## config.mk

```make
export PLATFORM = sky130hd
export DESIGN_NAME = seq_detector_param
export DESIGN_NICKNAME = d
export VERILOG_FILES = /design/src/rtl/seq_detector_param.sv
export SDC_FILE = /design/constraint.sdc
export NUM_CORES = 1
export LEC_CHECK = 0
export CELL_PAD_IN_SITES_DETAIL_PLACEMENT = 2
export CELL_PAD_IN_SITES_GLOBAL_PLACEMENT = 2
export CORE_UTILIZATION = 22
export DETAILED_ROUTE_END_ITERATION = 10
export GPL_TIMING_DRIVEN = 0
export PLACE_DENSITY = 0.8
export SYNTH_ARGS = -nofsm -noshare
export SYNTH_HDL_FRONTEND = slang
export SYNTH_SLANG_ARGS = --single-unit
```

## constraint.sdc

```tcl
create_clock -name clk -period 1.4 [get_ports clk]
set_input_delay 0.21 -clock clk [delete_from_list [all_inputs] [get_ports clk]]
set_output_delay 0.21 -clock clk [all_outputs]
set_load 0.02 [all_outputs]
```

## src/rtl/seq_detector_param.sv

```systemverilog
// Parametrised Mealy serial-pattern detector with run-time pattern reload and overlap select.
// Optional saturating match counter is built only when SEQDET_MATCH_CNT_EN is defined.
module seq_detector_param #(
    parameter int               PAT_W    = 4,
    parameter logic [PAT_W-1:0] PAT_INIT = 4'b1011,
    parameter bit               OVERLAP  = 1'b1,
    parameter int               CNT_W    = 8
) (
    input  logic             clk,
    input  logic             reset,
    input  logic             x,
    input  logic             x_valid,
    input  logic             pat_load,
    input  logic [PAT_W-1:0] pat_in,
    output logic             z,
    output logic [PAT_W-1:0] pat,
    output logic [CNT_W-1:0] match_cnt
);

    localparam int               FILL_W   = $clog2(PAT_W);
    localparam logic [FILL_W-1:0] FILL_MAX = FILL_W'(PAT_W - 1);

    logic [PAT_W-2:0]  hist_q, hist_d;
    logic [FILL_W-1:0] fill_q, fill_d;
    logic [PAT_W-1:0]  pat_q, pat_d;
    logic [PAT_W-1:0]  window;
    logic              full;
    logic              accept;

    always_comb begin
        window = {hist_q, x};
        full   = (fill_q == FILL_MAX);
        accept = x_valid & ~pat_load & ~reset;
        // fill gating keeps reset-time zeros in hist from ever matching
        z      = accept & full & (window == pat_q);

        hist_d = hist_q;
        fill_d = fill_q;
        pat_d  = pat_q;
        if (pat_load) begin
            pat_d  = pat_in;
            hist_d = '0;
            fill_d = '0;
        end else if (x_valid) begin
            hist_d = window[PAT_W-2:0];
            if (z && !OVERLAP)
                fill_d = '0;
            else if (!full)
                fill_d = fill_q + FILL_W'(1'b1);
        end
    end

    always_ff @(posedge clk) begin
        if (reset) begin
            hist_q <= '0;
            fill_q <= '0;
            pat_q  <= PAT_INIT;
        end else begin
            hist_q <= hist_d;
            fill_q <= fill_d;
            pat_q  <= pat_d;
        end
    end

    assign pat = pat_q;

`ifdef SEQDET_MATCH_CNT_EN
    logic [CNT_W-1:0] cnt_q, cnt_d;

    always_comb begin
        cnt_d = cnt_q;
        if (pat_load)
            cnt_d = '0;
        else if (z && (cnt_q != {CNT_W{1'b1}}))
            cnt_d = cnt_q + CNT_W'(1'b1);
    end

    always_ff @(posedge clk) begin
        if (reset)
            cnt_q <= '0;
        else
            cnt_q <= cnt_d;
    end

    assign match_cnt = cnt_q;
`else
    assign match_cnt = '0;
`endif

endmodule

```

==> results of run 1 <==
power breakdown:
part           switching, mW  leakage (nW)  internal (mW)
registers             0.0100        0.0753          0.270
logic                 0.0622         0.226         0.0663
clock network         0.0895        0.0150          0.110
metrics by stage:
stage                     instances  worst slack [ns]  hold WS (ns)
after global routing             99           -0.0880         0.163
after floorplan                  56             0.133         0.282
final                            99           -0.0401         0.164
after CTS                        98           -0.0750         0.174
after detailed placement         94            -0.789         0.459
after global placement           94            -0.795         0.455
worst min path at each step:
stage | startpoint | to
after floorplan | reset | pat[2]$_SDFFE_PP0P_
after global placement | pat_load | pat[1]$_SDFFE_PP1P_
after detailed placement | pat_load | pat[0]$_SDFFE_PP1P_
after CTS | pat_load | pat[0]$_SDFFE_PP1P_
after global routing | reset | pat[2]$_SDFFE_PP0P_
final | reset | pat[2]$_SDFFE_PP0P_
kinds of logic after synthesis:
| kind of cell | after synthesis |
|---|---|
| buffers and inverters | 11 |
| adder cells (fa/ha/maj) | 1 |
| other | 1 |
| XOR/XNOR | 5 |
| AO/OA/AOI/OAI | 3 |
| flip-flops | 9 |
| AND/OR/NAND/NOR | 14 |
| multiplexers | 5 |
flip-flops by register name (all words and copies together), names as in the netlist:
signal	count
fill_q	2
hist_q	3
pat	4
synthesized netlist by cell type, types with 2 or more instances:
cell type  n  area (um^2)
a211o_1    3         26.3
buf_4      8         60.1
buf_6      2         22.5
dfxtp_1    9          180
mux2i_1    5         50.1
nor2_1     6         22.5
nor2b_1    3         18.8
xnor2_1    4         35.0
per-layer routing:
metal  vias to the layer above  share of wire (%)  global-route usage (%)
li1                        188                  -                       -
met1                       170                 38                    9.66
met2                        20                 49                    16.4
met3                         5                9.8                    5.61
met4                         0                2.5                    7.35
met5                         -                  0                       0
timing repair:
action,in CTS,in global routing
endpoints found under the setup margin,5,1
pin swaps,1,0
buffers inserted,0,1
gates resized for setup,17,7
area by class of cell:
cell class	count	share of cell area (%)
plain buffers	11	12.4
multi-input cells	36	37.3
flip-flops and latches	9	27.0
well taps	27	4.80
clock buffers	4	3.73
repair buffers	12	14.7
placed cells by master, fill, tap and decap left out:
master	n
nand3_1	1
nor2b_1	3
clkbuf_1	1
and2b_1	1
clkbuf_4	3
ha_4	1
buf_6	2
clkdlybuf4s50_1	4
dlygate4sd2_1	5
nor2_1	6
nand2_2	1
xnor2_1	4
dfxtp_2	8
nor4_4	1
a211o_1	3
conb_1	8
clkbuf_2	2
or2_1	1
buf_4	10
mux2i_1	5
dfxtp_1	1
xor2_1	1
==> impl_metrics.ini, run 1 <==
[synth]
synth_xor_area_share_pct = 8.95
synth_warnings = 0
synth_ff_type = dfxtp_1
synth_edf_count = 0
netlist_area_um2 = 489
synth_fa_ha_area_share_pct = 2.56
synth-simple-area-share_pct = 17.4
async_flop_share_pct = 0
synthMuxAreaShare_pct = 10.2
synth-compound-area-share_pct = 5.37
synth.yosys.seq_area_share_pct = 36.8
syn_avg_cell_area_um2 = 9.98
netlist_instances = 49
synth_top_family_by_area = buffers and inverters
ys_types = 17
ys_ff_latch = 9

[drt]
routed-via-count = 383
drt.antenna.violating_nets = 0
drtPass1Iterations = 1
routedWlPerCell_um = 10.1
routed_wl_um = 995
remaining_drc_errors = 0
vias_per_cell = 3.87
dr.first_iter.drc_count = 0

[sta]
skew_ns = 0.00908
grt_setup_unrepaired = yes
final.setup.tns_ns = -0.0401
slew_violations = 0
max_freq_mhz = 694
fin_ws_ns = -0.0401
setup_viol = 1
period_share_pct = 103
fin_crit_ns = 1.44
hold_violations = 0

[setup_path]
setup.worst_path.start_class = register
crit_path_top_delay_cell = dfxtp_2
crit_family = flip-flops
r2r_slack_ns = 0.31
worstPathArrival_ns = 1.23
endpoint = z
r2r_cells = 4
max_stage_delay_ns = 0.33
worst-path-buf-inv = 1
cp_max_fo = 3
crit_path_start = pat[2]$_SDFFE_PP0P_
crit_chain = xor2_1, nor4_4, buf_4
worst_ep_required_time_ns = 1.19
worst_r2r_endpoint = fill_q[1]$_SDFFE_PP0P_
cp.depth = 3
worstSetupPathType = reg2out
end_kind = output port
rr_startpoint = fill_q[0]$_SDFFE_PP0P_

[cells_and_area]
fin_area_um2 = 704
fin_nets = 83
multiInputGateArea_um2 = 263
post-route-util_pct = 34.8
layout-drive-gt1-share_pct = 38.9
fill_cells = 239
syn2layout_area_growth_pct = 44.0
regArea_um2 = 190
antennaDiodeCount = 0

[floorplanning]
start_util_pct = 24.2
die_y_um = 49.2
ios = 22
dieArea_um2 = 2420
core_area_um2 = 2020
rows = 16
fp.dieW_um = 49.2

[grt]
grt_first_pass_wirelength_um = 1730
antenna_found_initial = 0
grt-ovfl-total = 0
track_usage_pct = 10.2
grt_pass1_vias = 388
grt_max_degree = 9

[power]
total_power_uw = 607
power_density_nw_per_um2 = 862
leakagePower_nw = 0.316
peakVddDrop_v = 0.000429

[status]
violations = negative setup slack
status = complete, but fails checks

[clock_tree]
cts_tree = done
clk_path_buf_depth = 2
clk_root_buffer_cell = clkbuf_4
ctsHoldBuffers = 0
clk_latency_ns = 0.27
clkTransAtPathRegs_ns = 0.06
clock_sinks = 9
htreeDepth = 1
cts_buffers = 3

[worst_hold_path]
min_path_cells = 2
hold_class = in2reg

[placed_design]
gp_congestion = 0.612
io_buffer_count = 11
hpwl_um = 825
place_area_um2 = 659

[run]
cap_violations = 0
(Power assumes the default switching activity.)
==> run 2, diff against run 1 <==
--- a/config.mk
+++ b/config.mk
@@ -7,7 +7,9 @@
 export LEC_CHECK = 0
 export CELL_PAD_IN_SITES_DETAIL_PLACEMENT = 2
 export CELL_PAD_IN_SITES_GLOBAL_PLACEMENT = 2
+export CORE_MARGIN = 4
 export CORE_UTILIZATION = 22
+export CTS_CLUSTER_DIAMETER = 80
 export DETAILED_ROUTE_END_ITERATION = 10
 export GPL_TIMING_DRIVEN = 0
 export PLACE_DENSITY = 0.8
==> run 2 against run 1 <==
Net effect: the run still ends with negative setup slack left; clock skew decreased by 0.0088 ns; sequential power barely moved; critical path depth up 1; count of clock-buffer cells in the layout unchanged; core utilization is 0.58 points higher; cell area up 2.7%; register-to-register slack about the same; via count decreased by 1.0%; worst setup slack worse by 0.030 ns; clock power barely moved; highest routed layer unchanged.
==> impl_metrics.ini, run 2 (synthesis results as in run 1) <==
[floorplanning]
fp.dieW_um = 55.2
die_y_um = 55.2
dieArea_um2 = 3040
ios = 22
core_area_um2 = 2040
start_util_pct = 24.0
rows = 16

[setup_path]
worst-path-buf-inv = 1
worstPathArrival_ns = 1.26
setup.worst_path.start_class = register
max_stage_delay_ns = 0.33
end_kind = output port
rr_startpoint = fill_q[0]$_SDFFE_PP0P_
crit_chain = xnor2_1, nand3_2, nor4_4, buf_4
r2r_cells = 4
cp_max_fo = 2
r2r_slack_ns = 0.31
worstSetupPathType = reg2out
worst_r2r_endpoint = fill_q[1]$_SDFFE_PP0P_
crit_path_top_delay_cell = dfxtp_2
worst_ep_required_time_ns = 1.19
crit_family = flip-flops
crit_path_start = hist_q[2]$_SDFFE_PP0P_

[grt]
grt-ovfl-total = 0
gr-usage-met1_pct = 9.35
met2_usage_pct = 14.6
grt.busiest_layer = met2
grt_pass1_vias = 419
met3_usage_pct = 1.88
antenna_found_initial = 0
grt_max_degree = 9
grt_first_pass_wirelength_um = 1770
track_usage_pct = 8.57

[cells_and_area]
fin_area_um2 = 723
multiInputGateArea_um2 = 280
layout_commonest_cell = buf_4
antennaDiodeCount = 0
layout-drive-gt1-share_pct = 40.8
largest_reg_flops = 4
syn2layout_area_growth_pct = 47.8
regArea_um2 = 193
fin_nets = 82
fill_cells = 258
mostFrequentLayoutCells = 9 x buf_4, 8 x conb_1, 7 x dfxtp_2, 6 x nor2_1

[clock_tree]
clkTransAtPathRegs_ns = 0.06
clk_root_buffer_cell = clkbuf_4
clk_path_buf_depth = 2
clk_latency_ns = 0.25
cts_tree = done
clock_sinks = 9
ctsHoldBuffers = 0
cts_buffers = 3
htreeDepth = 1

[worst_hold_path]
holdCritStartpoint = pat_load
min_path_cells = 2
worstHoldEndpoint = pat[3]$_SDFFE_PP1P_
hold_class = in2reg

[drt]
routedWlPerCell_um = 11.4
drtPass1Iterations = 1
routed_wl_um = 1120
remaining_drc_errors = 0
routed-via-count = 379
vias_per_cell = 3.87
dr.first_iter.drc_count = 0
drt.antenna.violating_nets = 0

[power]
power_density_nw_per_um2 = 843
leakagePower_nw = 0.327
peakVddDrop_v = 0.000341

[sta]
fin_ws_ns = -0.0700
grt_setup_unrepaired = yes
period_share_pct = 105
final.setup.tns_ns = -0.0700
skew_ns = 0.000277
setup_viol = 1
hold_violations = 0
fin_crit_ns = 1.47
slew_violations = 0
max_freq_mhz = 680

[run]
cap_violations = 0

[status]
violations = negative setup slack
status = complete, but fails checks

[placed_design]
io_buffer_count = 11
gp_congestion = 0.569
place_area_um2 = 659
==> run 2: changes by cell type in the layout (fill, tap and decap cells not counted) <==
cell	before	now
buf_4	10	9
clkbuf_2	2	1
clkdlybuf4s15_2	0	1
dfxtp_2	8	7
dfxtp_4	0	1
nand2_2	1	0
nand2_4	0	1
nand3_1	1	0
nand3_2	0	1
xnor2_1	4	3
xnor2_2	0	1
==> run 2: cell type report <==
class	instances	share of cell area, %
Clock buffer	4	3.63
Sequential cell	9	26.6
Buffer	11	12.1
Tap cell	27	4.67
Timing Repair Buffer	11	14.2
Multi-Input combinational cell	36	38.8
==> run 2: how the worst max path moves through the flow <==
stage | to | slack, ns | depth (start not counted)
after floorplan | z | 0.13 | 4
after global placement | z | -0.77 | 5
after detailed placement | z | -0.79 | 5
after CTS | z | -0.06 | 4
after global routing | z | -0.18 | 4
final | z | -0.07 | 4
==> run 2: report_power, final <==
part | switching (mW) | internal [mW]
registers | 0.0110 | 0.268
logic | 0.0657 | 0.0673
clock network | 0.0876 | 0.110
==> run 2: what timing repair did <==
action / CTS / global route
gates resized for setup: 20 / 8
pin swaps: 1 / 4
endpoints found under the setup margin: 5 / 1
buffers inserted: 0 / 0
==> run 2: through the flow <==
step | instances | total power [mW] | utilization [%] | hold slack, ns | setup slack, ns
6_report | 98 | 0.610 | 35.4 | 0.192 | -0.0700
5_1_grt | 98 | 0.651 | 35.4 | 0.189 | -0.183
4_1_cts | 98 | 0.621 | 33.9 | 0.183 | -0.0606
3_5_place_dp | 94 | 0.416 | 32.3 | 0.459 | -0.790
3_3_place_gp | 94 | 0.414 | 32.3 | 0.453 | -0.767
2_1_floorplan | 56 | 0.373 | - | 0.282 | 0.133
==> run 2: metal layers <==
metal	up-vias	part of all wire, %
met5	-	0
met4	0	1.2
met3	2	9.5
met2	20	48
met1	171	41
li1	186	-
